[config.mk]
export PLATFORM = sky130hd
export DESIGN_NAME = dmem_access_ctrl_flat
export DESIGN_NICKNAME = d
export VERILOG_FILES = /design/src/rtl/dmem_access_ctrl_if.sv /design/src/rtl/dmem_access_ctrl.sv /design/src/flat_wrapper.sv
export SDC_FILE = /design/constraint.sdc
export NUM_CORES = 1
export LEC_CHECK = 0
export ABC_AREA = 1
export CELL_PAD_IN_SITES_DETAIL_PLACEMENT = 1
export CELL_PAD_IN_SITES_GLOBAL_PLACEMENT = 1
export CORE_AREA = 2 2 132 185
export DETAILED_ROUTE_END_ITERATION = 8
export DIE_AREA = 0 0 134 187
export HOLD_SLACK_MARGIN = 0.02
export PLACE_DENSITY_LB_ADDON = 0.1
export SLEW_MARGIN = 20
export SYNTH_ARGS = -nofsm -noshare
export SYNTH_HDL_FRONTEND = slang
export SYNTH_SLANG_ARGS = --single-unit
[constraint.sdc]
create_clock -name clk -period 2.6 [get_ports clk]
set_clock_uncertainty 0.1 [all_clocks]
set_input_delay 0.52 -clock clk [delete_from_list [all_inputs] [get_ports clk]]
set_output_delay 0.52 -clock clk [all_outputs]
set_load 0.02 [all_outputs]
[src/rtl/dmem_access_ctrl_if.sv]
// One requester port of the data-memory access controller: request fields and the
// single-cycle completion response.
interface dmem_access_ctrl_if #(
    parameter int AW = 13,
    parameter int DW = 32
);
    // Handshake: a request transfers on a rising clk edge where req_valid && req_ready.
    // The master holds req_valid and every request field stable until then. The response
    // is a one-cycle rsp_valid pulse with rsp_err/rdata alongside; it cannot be stalled.
    logic          req_valid;
    logic          req_ready;
    logic          we;
    logic [1:0]    size;
    logic          is_unsigned;
    logic [AW-1:0] addr;
    logic [DW-1:0] wdata;
    logic          rsp_valid;
    logic          rsp_err;
    logic [DW-1:0] rdata;

    modport master (
        output req_valid, we, size, is_unsigned, addr, wdata,
        input  req_ready, rsp_valid, rsp_err, rdata
    );

    modport slave (
        input  req_valid, we, size, is_unsigned, addr, wdata,
        output req_ready, rsp_valid, rsp_err, rdata
    );
endinterface

[src/rtl/dmem_access_ctrl.sv]
// Shares a word-wide data memory between two requesters with round-robin arbitration,
// sub-word loads with extension, and sub-word stores by read-modify-write.
module dmem_access_ctrl #(
    parameter int DATA_WIDTH    = 32,
    parameter int DMEM_SZ_IN_KB = 1,
    parameter int ADDR_WIDTH    = $clog2(DMEM_SZ_IN_KB * 1024 * 8)
) (
    input  logic                  clk,
    input  logic                  arst_n,
    dmem_access_ctrl_if.slave     p0,
    dmem_access_ctrl_if.slave     p1,
    output logic                  mem_we,
    output logic [ADDR_WIDTH-1:0] mem_addr,
    output logic [DATA_WIDTH-1:0] mem_wdata,
    input  logic [DATA_WIDTH-1:0] mem_rdata,
    output logic [1:0]            dbg_state
);
    localparam logic [1:0] S_IDLE   = 2'd0;
    localparam logic [1:0] S_ACCESS = 2'd1;
    localparam logic [1:0] S_WRITE  = 2'd2;
    localparam logic [1:0] S_DONE   = 2'd3;

    localparam logic [1:0] SZ_BYTE = 2'b00;
    localparam logic [1:0] SZ_HALF = 2'b01;
    localparam logic [1:0] SZ_WORD = 2'b10;

    logic [1:0]            state;
    logic                  last_grant;
    logic                  grant;
    logic                  accept;
    logic                  port_q;
    logic                  we_q;
    logic                  uns_q;
    logic                  err_q;
    logic [1:0]            size_q;
    logic [ADDR_WIDTH-1:0] addr_q;
    logic [DATA_WIDTH-1:0] wdata_q;
    logic [DATA_WIDTH-1:0] data_q;
    logic                  addr_err;
    logic [4:0]            lane_lsb;
    logic [7:0]            ld_byte;
    logic [15:0]           ld_half;
    logic [DATA_WIDTH-1:0] ld_ext;
    logic [DATA_WIDTH-1:0] merged;
    logic                  in_mem_phase;

    // Contended grant goes to the port that did not win last time.
    always_comb begin
        accept = (state == S_IDLE) && (p0.req_valid || p1.req_valid);
        grant  = (p0.req_valid && p1.req_valid) ? ~last_grant : p1.req_valid;
    end

    assign p0.req_ready = (state == S_IDLE) && p0.req_valid && !grant;
    assign p1.req_ready = (state == S_IDLE) && p1.req_valid && grant;

    always_comb begin
        addr_err = (size_q == 2'b11)
                || ((size_q == SZ_HALF) && addr_q[0])
                || ((size_q == SZ_WORD) && (addr_q[1:0] != 2'b00));
        lane_lsb = {addr_q[1:0], 3'b000};
        ld_byte  = mem_rdata[lane_lsb +: 8];
        ld_half  = addr_q[1] ? mem_rdata[31:16] : mem_rdata[15:0];
        case (size_q)
            SZ_BYTE: ld_ext = {{24{~uns_q & ld_byte[7]}}, ld_byte};
            SZ_HALF: ld_ext = {{16{~uns_q & ld_half[15]}}, ld_half};
            default: ld_ext = mem_rdata;
        endcase
        merged = mem_rdata;
        if (size_q == SZ_BYTE) begin
            merged[lane_lsb +: 8] = wdata_q[7:0];
        end else if (addr_q[1]) begin
            merged[31:16] = wdata_q[15:0];
        end else begin
            merged[15:0] = wdata_q[15:0];
        end
    end

    always_comb begin
        in_mem_phase = (state == S_ACCESS) || (state == S_WRITE);
        mem_we       = ((state == S_ACCESS) && we_q && !addr_err && (size_q == SZ_WORD))
                    || (state == S_WRITE);
        mem_addr     = in_mem_phase ? {addr_q[ADDR_WIDTH-1:2], 2'b00} : '0;
        if (state == S_WRITE) begin
            mem_wdata = data_q;
        end else if (mem_we) begin
            mem_wdata = wdata_q;
        end else begin
            mem_wdata = '0;
        end
    end

    // data_q holds the load result or, between ACCESS and WRITE, the merged store word;
    // it is zero in DONE for stores and errors so rdata reads 0 for them.
    always_comb begin
        p0.rsp_valid = (state == S_DONE) && !port_q;
        p1.rsp_valid = (state == S_DONE) && port_q;
        p0.rsp_err   = p0.rsp_valid && err_q;
        p1.rsp_err   = p1.rsp_valid && err_q;
        p0.rdata     = p0.rsp_valid ? data_q : '0;
        p1.rdata     = p1.rsp_valid ? data_q : '0;
        dbg_state    = state;
    end

    always_ff @(posedge clk or negedge arst_n) begin
        if (!arst_n) begin
            state      <= S_IDLE;
            last_grant <= 1'b1;
            port_q     <= 1'b0;
            we_q       <= 1'b0;
            uns_q      <= 1'b0;
            err_q      <= 1'b0;
            size_q     <= 2'b00;
            addr_q     <= '0;
            wdata_q    <= '0;
            data_q     <= '0;
        end else begin
            case (state)
                S_IDLE: begin
                    if (accept) begin
                        port_q     <= grant;
                        last_grant <= grant;
                        we_q       <= grant ? p1.we          : p0.we;
                        size_q     <= grant ? p1.size        : p0.size;
                        uns_q      <= grant ? p1.is_unsigned : p0.is_unsigned;
                        addr_q     <= grant ? p1.addr        : p0.addr;
                        wdata_q    <= grant ? p1.wdata       : p0.wdata;
                        state      <= S_ACCESS;
                    end
                end
                S_ACCESS: begin
                    err_q <= addr_err;
                    if (addr_err) begin
                        data_q <= '0;
                        state  <= S_DONE;
                    end else if (!we_q) begin
                        data_q <= ld_ext;
                        state  <= S_DONE;
                    end else if (size_q == SZ_WORD) begin
                        data_q <= '0;
                        state  <= S_DONE;
                    end else begin
                        data_q <= merged;
                        state  <= S_WRITE;
                    end
                end
                S_WRITE: begin
                    data_q <= '0;
                    state  <= S_DONE;
                end
                default: begin
                    err_q <= 1'b0;
                    state <= S_IDLE;
                end
            endcase
        end
    end
endmodule

[src/flat_wrapper.sv]
// flat-port wrapper written by rule: the top's interface ports become plain ports
module dmem_access_ctrl_flat 
#(
    parameter int DATA_WIDTH    = 32,
    parameter int DMEM_SZ_IN_KB = 1,
    parameter int ADDR_WIDTH    = $clog2(DMEM_SZ_IN_KB * 1024 * 8)
)
  (clk, arst_n, mem_we, mem_addr, mem_wdata, mem_rdata, dbg_state, p0_req_valid, p0_we, p0_size, p0_is_unsigned, p0_addr, p0_wdata, p0_req_ready, p0_rsp_valid, p0_rsp_err, p0_rdata, p1_req_valid, p1_we, p1_size, p1_is_unsigned, p1_addr, p1_wdata, p1_req_ready, p1_rsp_valid, p1_rsp_err, p1_rdata);
  dmem_access_ctrl_if #(.AW((13)), .DW((32))) p0_i ();
  dmem_access_ctrl_if #(.AW((13)), .DW((32))) p1_i ();
  input  logic clk;
  input  logic arst_n;
  output logic mem_we;
  output logic [ADDR_WIDTH-1:0] mem_addr;
  output logic [DATA_WIDTH-1:0] mem_wdata;
  input  logic [DATA_WIDTH-1:0] mem_rdata;
  output logic [1:0] dbg_state;
  input wire logic [$bits(p0_i.req_valid)-1:0] p0_req_valid;
  input wire logic [$bits(p0_i.we)-1:0] p0_we;
  input wire logic [$bits(p0_i.size)-1:0] p0_size;
  input wire logic [$bits(p0_i.is_unsigned)-1:0] p0_is_unsigned;
  input wire logic [$bits(p0_i.addr)-1:0] p0_addr;
  input wire logic [$bits(p0_i.wdata)-1:0] p0_wdata;
  output wire logic [$bits(p0_i.req_ready)-1:0] p0_req_ready;
  output wire logic [$bits(p0_i.rsp_valid)-1:0] p0_rsp_valid;
  output wire logic [$bits(p0_i.rsp_err)-1:0] p0_rsp_err;
  output wire logic [$bits(p0_i.rdata)-1:0] p0_rdata;
  input wire logic [$bits(p1_i.req_valid)-1:0] p1_req_valid;
  input wire logic [$bits(p1_i.we)-1:0] p1_we;
  input wire logic [$bits(p1_i.size)-1:0] p1_size;
  input wire logic [$bits(p1_i.is_unsigned)-1:0] p1_is_unsigned;
  input wire logic [$bits(p1_i.addr)-1:0] p1_addr;
  input wire logic [$bits(p1_i.wdata)-1:0] p1_wdata;
  output wire logic [$bits(p1_i.req_ready)-1:0] p1_req_ready;
  output wire logic [$bits(p1_i.rsp_valid)-1:0] p1_rsp_valid;
  output wire logic [$bits(p1_i.rsp_err)-1:0] p1_rsp_err;
  output wire logic [$bits(p1_i.rdata)-1:0] p1_rdata;
  assign p0_i.req_valid = p0_req_valid;
  assign p0_i.we = p0_we;
  assign p0_i.size = p0_size;
  assign p0_i.is_unsigned = p0_is_unsigned;
  assign p0_i.addr = p0_addr;
  assign p0_i.wdata = p0_wdata;
  assign p0_req_ready = p0_i.req_ready;
  assign p0_rsp_valid = p0_i.rsp_valid;
  assign p0_rsp_err = p0_i.rsp_err;
  assign p0_rdata = p0_i.rdata;
  assign p1_i.req_valid = p1_req_valid;
  assign p1_i.we = p1_we;
  assign p1_i.size = p1_size;
  assign p1_i.is_unsigned = p1_is_unsigned;
  assign p1_i.addr = p1_addr;
  assign p1_i.wdata = p1_wdata;
  assign p1_req_ready = p1_i.req_ready;
  assign p1_rsp_valid = p1_i.rsp_valid;
  assign p1_rsp_err = p1_i.rsp_err;
  assign p1_rdata = p1_i.rdata;
  dmem_access_ctrl #(.DATA_WIDTH(DATA_WIDTH), .DMEM_SZ_IN_KB(DMEM_SZ_IN_KB), .ADDR_WIDTH(ADDR_WIDTH)) u_core (.clk(clk), .arst_n(arst_n), .p0(p0_i), .p1(p1_i), .mem_we(mem_we), .mem_addr(mem_addr), .mem_wdata(mem_wdata), .mem_rdata(mem_rdata), .dbg_state(dbg_state));
endmodule
Yosys cells after proc, flatten, opt, wreduce, memory -nomap -nowiden:

Cells that the tools add are included.

* add/subtract/negate cells: 1
* equality and inequality tests: 7
* shift operators: 3
* muxes and demuxes: 27
* bitwise logic cells: 4
* reduce and logical (&&, ||, !) cells: 29

Operators by type and width (number)
* 2-to-1 mux 32 bit: 9
* case mux 32 bit (2 select lines): 2
* 2-to-1 mux 16 bit: 3
* bitwise mux 32 bit: 1
* variable shift 8 x 7 -> 32 bit, first input constant: 1
* variable part select 32 x 6 -> 8 bit: 1
* variable part select 8 x 7 -> 32 bit: 1
* 2-to-1 mux 13 bit: 2
* logical AND 1 bit: 15
* == test 2 bit, second input constant: 4
* 2-to-1 mux 2 bit: 4
* negator 5 -> 7 bit: 1
* case mux 2 bit (3 select lines): 1
* logical OR 1 bit: 5
* == test 2 x 1 -> 1 bit, second input constant: 2
* zero test 2 bit: 2
* 2-to-1 mux 1 bit: 4
* nonzero test 2 bit: 2
* zero test 1 bit: 3
* AND 1 bit: 2
* != test 2 x 1 -> 1 bit, second input constant: 1
* inverter 1 bit: 2
* case mux 1 bit (2 select lines): 1
* AND reduction 2 bit: 1
* OR reduction 2 bit: 1

* bits in registers: 86
* input port bits: 134
* output and inout port bits: 118
* word-level logic and storage cells: 81

Logic depth before layout (Yosys ltp):

* depth after elaboration: 10
* depth in mapped cells: 14
* depth with buffers taken out: 11

Worst setup path before layout:

Ideal clock, no wire load.

* path type: reg2out
* from: register u_core.addr_q[1]
* to: output port mem_we
* arrival: 1.808 ns
* required time: 1.980 ns
* path slack: 0.172 ns
* cell stages (with the launch flop): 11
* buffers on the path: 4
* path through: dfrtp_1 > buf_4 > inv_4 > buf_6 > buf_2 > ha_1 > o21ai_2 > inv_2 > a21oi_2 > buf_2 > inv_1

* word-level cells in the longest chain between the ends: 7

Ends and longest elaborated chain
* start, declared: RTL line dmem_access_ctrl.sv:36 `logic [ADDR_WIDTH-1:0] addr_q;`
* start signal, assigned: RTL line dmem_access_ctrl.sv:125 `addr_q <= grant ? p1.addr : p0.addr;`
* nonzero test 2 bit: RTL line dmem_access_ctrl.sv:59 `|| ((size_q == SZ_WORD) && (addr_q[1:0] != 2'b00));`
* logical AND 1 bit: RTL line dmem_access_ctrl.sv:59
* logical OR 1 bit: RTL line dmem_access_ctrl.sv:59
* zero test 1 bit: RTL line dmem_access_ctrl.sv:80 `mem_we = ((state == S_ACCESS) && we_q && !addr_err && (size_q == SZ_WORD))`
* logical AND 1 bit (2 in a row): RTL line dmem_access_ctrl.sv:80
* logical OR 1 bit: RTL line dmem_access_ctrl.sv:81 `|| (state == S_WRITE);`
* end, declared: RTL line flat_wrapper.sv:13 `output logic mem_we;`

No other way between the ends.

Worst setup path after layout:

* from: register u_core.addr_q[1]
* to: output port mem_wdata[11]

* word-level cells in the longest chain between the ends: 9

Ends and longest elaborated chain
* nonzero test 2 bit: RTL line dmem_access_ctrl.sv:59
* logical AND 1 bit: RTL line dmem_access_ctrl.sv:59
* logical OR 1 bit: RTL line dmem_access_ctrl.sv:59
* zero test 1 bit: RTL line dmem_access_ctrl.sv:80
* logical AND 1 bit (2 in a row): RTL line dmem_access_ctrl.sv:80
* logical OR 1 bit: RTL line dmem_access_ctrl.sv:81
* 2-to-1 mux 32 bit: RTL line dmem_access_ctrl.sv:85 `end else if (mem_we) begin`
* 2-to-1 mux 32 bit: RTL line dmem_access_ctrl.sv:83 `if (state == S_WRITE) begin`
* end, declared: RTL line flat_wrapper.sv:15 `output logic [DATA_WIDTH-1:0] mem_wdata;`

No other way between the ends.

==> impl_results.md <==
- Status: finished, final reports clean
- Total gr overflow: 0
- Reg power frac: a little under a fifth
- Row count: 67
- Critical path peak fanout: 12
- Switch share: approximately 54%
- GR Util All Layers: 26.2%
- CP Buf/Inv Count: 5
- Placer Congestion: roughly 0.86
- Post-synth top area cell: dfrtp_1
- Least-Margin Pin Slew: 697 ps
- CTS tree: done
- Pre-CTS setup slack: -46.7 ps
- Max-slew violations: 0
- Startpoint types: flop
- Fmax: a little under 0.4 GHz
- Max-capacitance violation count: 0
- Post-synthesis sequential element count: 86
- Sequential element share of the synthesized area: 31.2%
- IO Pins: approximately 250
- Multiplexer share of the synthesized area: 0%
- Critical-path cell list: inv_4 > ha_2 > o21ai_2 > inv_2 > a21oi_4 > buf_12 > buf_16 > nor2_1 > buf_4
- # H-tree levels: 3
- Syn Inst Count: 1128
- Initial Util: 29.3%
- FF-to-FF path depth: 10
- Main combinational cell family by area after synthesis: simple AND/OR/NAND/NOR gates
- Clock sinks: 86
- Port bufs: 249
- Worst Path Required: roughly 2000 ps
- Kind of critical path: flop to output port
- Internal power: 5.98 mW
- Endpoints failing hold: 0
- Final Cycle Share: a little over nine tenths
- Endpoints failing setup: 0
- Synth Area in XOR/XNOR: 0%
- Root buf cell: clkbuf_16
- Yosys top cell area share: between 30 and 40%
- Clock share of power: between 10% and 20%
- Slowest Stage Delay on Critical Path: just under 400 ps
- Max IR drop VDD: roughly 700 uV
- Mapped cell area: 0.00690 mm2
- Tmin final: about 2500 ps
- Final nets: roughly 1500
- Initial antenna violation count: 1
- Gate power share: 69.9%
- Worst skew pair latency: 340 ps
- Routed Antenna Nets: 0
- Leakage: approximately 5 nW
- Die X: around 130 um
- Min-delay worst type: primary input to asynchronous set/reset pin
- Final Non-Filler Cells: roughly 1700
- Slowest stage cell, crit path: dfrtp_2
- Setup WS post-layout: approximately 70 ps
- Final WL: about 33000 um
- Hpwl dp: 24900 um
- Post-Synth Adder-Cell Area: roughly 1.8%
- Syn avg cell area: about 6 um2
- # placed instances: roughly 1700
- Post-route DRC: 0
- CP endpoint kind: output port
- P&R area growth vs syn: 46.1%
- Largest net degree at the start of global routing: between 60 and 70
- Global-route wire length before repair: 50800 um
- Pwr per Cell Area: about 1300 mW/mm2
- Top delay family on crit path: buffers and inverters
- Floorplan Core Area: 0.0236 mm2
- Area fraction in compound gates after synthesis: between 20% and 30%
- Mean number of vias per cell: slightly above 5
- Ant. Diodes: 0
- Vias: between 8000 and 9000
- Yosys warns: 0
- WP depth: 9
- First-pass DRT Iterations: 4
- Routed wire per std cell: slightly below 20 um
- Clock transition at path regs: 60 ps
- Die footprint: approximately 0.025 mm2
- NetSw: approximately 6.9 mW
- CTS Buf Count: 9
- CTS Buffer Depth: 2
- Synth Area in Simple Gates: 31.3%
- Initial DRC Count: slightly above 400
- Critical path arrival: roughly 1900 ps
- Layout cell share with drive strength beyond 1: between 9 and 10%
- Yosys cell types: 33
- Vias in the first global route: about 8900
- Die Y: between 150 and 200 um
- Synth top area cells: dfrtp_1 (31%), nand2_1 (14%), nor2_1 (11%)
- Total design power: between 10 and 15 mW
- Slew margin rel.: approximately 54%
## metal layers
| layer | GRT usage (%) | vias to the layer above | wire length [um] |
|---|---|---|---|
| li1 | - | 4105 | - |
| met1 | 32.6 | 4061 | 14100 |
| met2 | 44.3 | 264 | 15700 |
| met3 | 4.25 | 56 | 1540 |
| met4 | 11.7 | 2 | 1440 |
| met5 | 0 | - | 13 |
## power by group through the flow
| stage | Clock (mW) | Sequential (mW) | Combinational, mW |
|---|---|---|---|
| floorplan | 0 | 2.25 | 5.61 |
| global placement | 0 | 2.45 | 8.86 |
| detailed placement | 0 | 2.46 | 8.97 |
| CTS | 1.46 | 2.45 | 9.02 |
| global route | 1.51 | 2.51 | 9.95 |
| finish | 1.42 | 2.45 | 8.99 |
## per-stage QoR
stage          utilization, %  hold slack, ps  setup TNS [ps]  instance area, um2
2_1_floorplan               -             124               0                6900
3_3_place_gp             41.8             381               0                9850
3_5_place_dp             41.8             391           -46.7                9850
4_1_cts                  42.8             123            -169               10100
5_1_grt                  42.8             149           -33.8               10100
6_report                 42.8            97.7               0               10100
## placed cells by master, fill, tap and decap left out, types with 2 or more instances in the layout
cell             synthesis  layout
inv_1                  123     121
inv_2                    5       7
buf_6                    2       2
bufinv_16                0       2
clkdlybuf4s50_1          0     142
nor2_1                 211     209
buf_12                   0       7
inv_4                    2       2
o21ai_0                 93      93
nand3_1                 58      58
o211ai_1                36      36
nor2_2                   1       3
clkbuf_16                0       9
ha_1                    10       6
a21oi_4                  0       2
ha_4                     0       2
o21ai_1                  7       7
o22ai_1                 45      45
clkbuf_8                 0       2
nand2_1                253     252
conb_1                   1       2
a31oi_1                 12      12
dfrtp_1                 85      84
a21oi_1                 88      88
nand2_2                  7       8
nand2_4                  2       2
buf_2                   18      24
nand4_1                  2       2
clkbuf_2                 0       6
ha_2                     0       2
buf_4                    7      45
dlygate4sd2_1            0      69
dlymetal6s2s_1           0       4
## cell usage after synthesis, drive strengths merged
library cell,number
nand2,263
nor2,213
inv,130
o21ai,101
a21oi,90
dfrtp,85
nand3,58
clkbuf,49
o22ai,45
o211ai,36
buf,28
a31oi,12
ha,10
clkinv,2
nand4,2
conb,1
dfstp,1
nand3b,1
nor3,1
## worst reg2reg max path: stages (launching register included)
cell and delay, ps:
dfrtp_2 430, inv_4 60, buf_4 270, ha_1 330, inv_1 130, nand3_1 330, o21ai_0 300, nand3_1 100
nand2_1 110, nand2_1 70, o21ai_1 100
## sequential cells by signal, summed over array words and instances, names as in the netlist
register	count
u_core.addr_q	13
u_core.data_q	32
u_core.dbg_state	2
u_core.err_q	1
u_core.last_grant	1
u_core.port_q	1
u_core.size_q	2
u_core.uns_q	1
u_core.wdata_q	32
u_core.we_q	1
## repair_timing
item / in CTS / in global routing
buffers inserted: 4 / 3
hold buffers: 0 / 0
cloned: 1 / 0
setup endpoints to repair: 114 / 64
pin swaps: 2 / 3
endpoints found under the hold margin: 0 / 0
resized for setup: 194 / 19
## final timing paths
path | startpoint | end | slack [ps]
worst max-delay path | u_core.addr_q[1] | mem_wdata[11] | 70
worst min-delay path | arst_n | u_core.wdata_q[11] | 100
worst max register to register | u_core.addr_q[1] | u_core.data_q[4] | 210
worst min register to register | u_core.last_grant | u_core.last_grant | 390
max in group asynchronous | arst_n | u_core.addr_q[1] | 1630
min in group clk | u_core.last_grant | u_core.last_grant | 390
## cells by family (layout without fill, tap and decap cells)
family	Yosys count	count (layout)
AO/OA/AOI/OAI	284	284
adder cells (fa/ha/maj)	10	10
buffers and inverters	209	448
flip-flops	86	86
other	1	2
AND/OR/NAND/NOR	538	538
## final cells by class
class / count / area, um2
sequential: 86 / 2150
tap: 310 / 388
multi-input combinational: 834 / 3940
clock inverter: 3 / 67.6
timing repair buffer: 301 / 2770
clock buffer: 12 / 256
fill: 3067 / 13500
inverter: 132 / 505
Power figures use the tool's default switching activity.
==> RTL change 1, RTL diff (same settings) <==
Put a register stage on the output `dbg_state`, without a reset. The value now appears one clock later. The other outputs are not delayed to match.
--- a/src/rtl/dmem_access_ctrl.sv
+++ b/src/rtl/dmem_access_ctrl.sv
@@ -23,6 +23,8 @@
     localparam logic [1:0] SZ_BYTE = 2'b00;
     localparam logic [1:0] SZ_HALF = 2'b01;
     localparam logic [1:0] SZ_WORD = 2'b10;
+
+    logic [1:0] dbg_state_d;
 
     logic [1:0]            state;
     logic                  last_grant;
@@ -98,7 +100,7 @@
         p1.rsp_err   = p1.rsp_valid && err_q;
         p0.rdata     = p0.rsp_valid ? data_q : '0;
         p1.rdata     = p1.rsp_valid ? data_q : '0;
-        dbg_state    = state;
+        dbg_state_d  = state;
     end
 
     always_ff @(posedge clk or negedge arst_n) begin
@@ -154,5 +156,9 @@
             endcase
         end
     end
+    always_ff @(posedge clk) begin
+        dbg_state <= dbg_state_d;
+    end
+
 endmodule
 
Check against the original RTL: not equivalent (Yosys sat finds a counterexample within 4 cycles, from zero or initial values and one cycle with arst_n low).
==> RTL change 1 against the original RTL <==
  * Combinational power increased by 3.2%
  * Setup slack got worse by 27 ps
  * Global-route usage about the same
  * First-iteration DRC count increased by 8.8%
  * Routed wire length increased by 1.7%
  * Count of clock-buffer cells in the layout increased by 1
  * Final area increased by 2.3%
  * Area after synthesis decreased by 1.8%
  * Power increased by 3.4%
  * Worst hold slack got worse by 64 ps
  * Sequential cell count increased by 2
  * Largest power group unchanged
==> RTL change 1: results (changes against the original RTL) <==
- Sequential Area: 2196 um^2 (was 2155 um^2)
- Vias per inst: 5.091 (was 5.058)
- Internal: 6152 uW (was 5976 uW)
- Flop2flop setup slack: 130 ps (was 210 ps)
- Fin nets: 1496 (was 1508)
- Outcome: completed (unchanged)
- Post-layout min period: 2558 ps (was 2532 ps)
- Signal buf overhead: 0.2908 (was 0.2744)
- Lkg Pwr: 0.005054 uW (was 0.005003 uW)
- Final wirelength: 33300 um (was 32730 um)
- Commonest cells post-synth: nand2_1, o21ai_0, nor2_1 (was nand2_1, nor2_1, inv_1)
- GPL Wtd Cong: 0.9169 (was 0.8630)
- Number of global-route vias before repair: 8764 (was 8861)
- Largest net degree at the start of global routing: 72 (was 62)
- Finished Core Util: 0.4378 (was 0.4278)
- Post-CTS sizing: 236 (was 194)
- Gr usage total: 0.2616 (was 0.2619)
- First DRT Iteration DRCs: 443 (was 407)
- Area of the multi-input gates: 3995 um^2 (was 3940 um^2)
- Initial antenna violation count: 0 (was 1)
- Worst-Skew Late Latency: 360 ps (was 340 ps)
- Worst Path Max Fanout: 5 (was 12)
- Comb_multi_in: 829 (was 834)
- Worst-margin pin slew: 526.0 ps (was 697.4 ps)
- Clock-cell share: 0.02996 (was 0.03216)
- Sw frac: 0.5377 (was 0.5356)
- Post-DP HPWL: 24520 um (was 24920 um)
- Nonclk buf count: 312 (was 301)
- Logic power comb: 9280 uW (was 8990 uW)
- Seq/Total Area, Yosys: 0.3240 (was 0.3123)
==> RTL change 1: kinds of logic (layout without fill, tap and decap cells) <==
| kind of cell | Yosys count | in the layout | synth area share |
|---|---|---|---|
| AO/OA/AOI/OAI | 299 | 299 | 0.2375 |
| adder cells (fa/ha/maj) | 10 | 10 | 0.01848 |
| buffers and inverters | 192 | 440 | 0.1128 |
| flip-flops | 88 | 88 | 0.3240 |
| other | 1 | 2 | 0.0005540 |
| AND/OR/NAND/NOR | 518 | 518 | 0.3067 |
==> RTL change 1: per-stage QoR <==
stage	std cells	hold slack (ps)	TNS, ps
floorplan	1109	124.4	0
global placement	1641	315.9	-747.7
detailed placement	1641	319.2	-1475
CTS	1661	43.99	0
global route	1667	65.65	-931.3
finish	1667	33.48	0
==> RTL change 1: layer usage <==
layer | wire, um | part of all wire | global-route usage
met1 | 13600 | 0.41 | 0.3089
met4 | 1375 | 0.041 | 0.1174
met2 | 16600 | 0.50 | 0.4548
met3 | 1725 | 0.052 | 0.05176
met5 | 0 | 0 | 0
==> RTL change 2, RTL diff (same settings) <==
Made on the original files. Make the reset (`arst_n`) synchronous in one clocked block.
--- a/src/rtl/dmem_access_ctrl.sv
+++ b/src/rtl/dmem_access_ctrl.sv
@@ -101,7 +101,7 @@
         dbg_state    = state;
     end
 
-    always_ff @(posedge clk or negedge arst_n) begin
+    always_ff @(posedge clk) begin
         if (!arst_n) begin
             state      <= S_IDLE;
             last_grant <= 1'b1;
Behaviour: differs if arst_n is asserted again (counterexample within 4 cycles, from zero or initial values and one cycle with arst_n low); with arst_n held inactive, the same outputs for 4 cycles.
==> RTL change 2 against the original RTL <==
  * The run now ends with setup timing left
  * Largest cell class unchanged
  * Sequential cell count unchanged
  * Power decreased by 8.9%
  * Worst hold slack improved by 270 ps
  * First-iteration DRC count increased by 18%
  * Combinational power decreased by 12%
  * Setup slack got worse by 170 ps
  * Critical path depth increased by 5
  * Area after synthesis decreased by 4.7%
  * Sequential share of layout area decreased by 4.3 points
  * Non-clock buffer count increased by 24
  * Final area increased by 0.45%
  * Routed wire length increased by 2.3%
  * Sequential power decreased by 2%
==> RTL change 2: results (changes against the original RTL) <==
- ANT cells: 3 (was 0)
- First DRT Iteration DRCs: 480 (was 407)
- GR Layer Usage met1: 0.3159 (was 0.3258)
- Commonest cells post-synth: nand2_1, o21ai_0, inv_1 (was nand2_1, nor2_1, inv_1)
- Reg2reg start: u_core.addr_q[1]$_SDFFE_PN0P_ (was u_core.addr_q[1]$_DFFE_PN0P_)
- Main area contributors after synthesis: dfxtp_1, nand2_1, o21ai_0, a21oi_1, inv_1 (was dfrtp_1, nand2_1, nor2_1, o21ai_0, inv_1)
- Met3 WL: 1596 um (was 1538 um)
- Slowest stage delay, CP: 320 ps (was 390 ps)
- Comb_multi_in: 838 (was 834)
- GPL Wtd Cong: 0.9127 (was 0.8630)
- Post-DP HPWL: 24370 um (was 24920 um)
- First-pass GRT wire length: 52100 um (was 50830 um)
- Nonclk buf count: 325 (was 301)
- Seq/Total Area, Yosys: 0.2619 (was 0.3123)
- Worst Path Max Fanout: 5 (was 12)
- Routing usage on met3: 0.04797 (was 0.04255)
- Fillers: 3088 (was 3067)
- Netlist cell types: 34 (was 33)
- Compound-Gate Fraction of Synth Area: 0.2851 (was 0.2312)
- Slowest CP cell: dfxtp_2 (was dfrtp_2)
- Top layer in use: met4 (was met5)
- Number of global-route vias before repair: 9017 (was 8861)
- Lkg Pwr: 0.004403 uW (was 0.005003 uW)
- Fin nets: 1518 (was 1508)
- Outcome: complete, but fails checks (was completed)
- WL met2: 16650 um (was 15660 um)
- Sequential Area: 1725 um^2 (was 2155 um^2)
- Setup ws final: -104.2 ps (was 68.36 ps)
- Signal buf overhead: 0.2970 (was 0.2744)
- Placement Cell Area: 9644 um^2 (was 9851 um^2)
- Worst-margin pin slew: 820.1 ps (was 697.4 ps)
- Met1 wire length: 13740 um (was 14080 um)
- WL per Instance: 19.80 um (was 19.50 um)
- GRT met2 Usage: 0.4696 (was 0.4428)
- Largest net degree at the start of global routing: 82 (was 62)
- Ratio of cells with drive above 1 in the final layout: 0.1755 (was 0.09795)
- Endpoints failing setup: 31 (was 0)
- Failing checks: setup timing
## RTL change 2: changes by cell type after synthesis, sizes merged, moves of 7 or more
cell    unedited run  this run
inv              130       114
o211ai            36        25
nand3             58        75
nor3               1         8
dfxtp              0        86
nand2            263       317
o22ai             45         8
buf               28        38
o21ai            101       146
dfrtp             85         0
a31oi             12        52
a21oi             90       103
nor2             213        86
## RTL change 2: critical path, delay by kind of cell (launching register included)
kind | cells | cell delay, ps
AND/OR/NAND/NOR | 5 | 320
AO/OA/AOI/OAI | 2 | 320
flip-flops | 1 | 320
buffers and inverters | 6 | 610
adder cells (fa/ha/maj) | 1 | 140
## RTL change 2: power by group
group          switching (uW)  internal, uW
clock network             594           798
logic                    5080          2870
registers                 482          1910
## RTL change 2: kinds of logic after synthesis
| logic type | after synthesis |
|---|---|
| buf+inv | 199 |
| flops | 86 |
| simple gates | 490 |
| other cells | 1 |
| compound gates | 336 |
| fa+ha+maj | 10 |
## RTL change 2: final timing paths
check / end / slack, ps / cells past startpoint
min reg2reg: u_core.data_q[9]$_SDFFE_PN0N_ / 370 / 2
min: u_core.data_q[9]$_SDFFE_PN0N_ / 370 / 2
max: mem_wdata[1] / -100 / 14
max reg2reg: u_core.data_q[18]$_SDFFE_PN0N_ / -50 / 8
## RTL change 2: repair_timing
| item | CTS | global route |
|---|---|---|
| endpoints found under the setup margin | 113 | 72 |
| endpoints found under the hold margin | 0 | 0 |
| setup buffers | 16 | 4 |
| resized for setup | 350 | 90 |
| pin swaps | 0 | 3 |
| cloned | 4 | 0 |
## RTL change 2: per-stage QoR
step                      hold WS [ps]  worst slack (ps)  cells
after floorplan                  344.4             29.40   1123
after global placement           353.5            -165.4   1655
after detailed placement         359.0            -231.8   1655
after CTS                        368.4            -216.3   1691
after global routing             380.7            -217.3   1692
final                            369.9            -104.2   1692
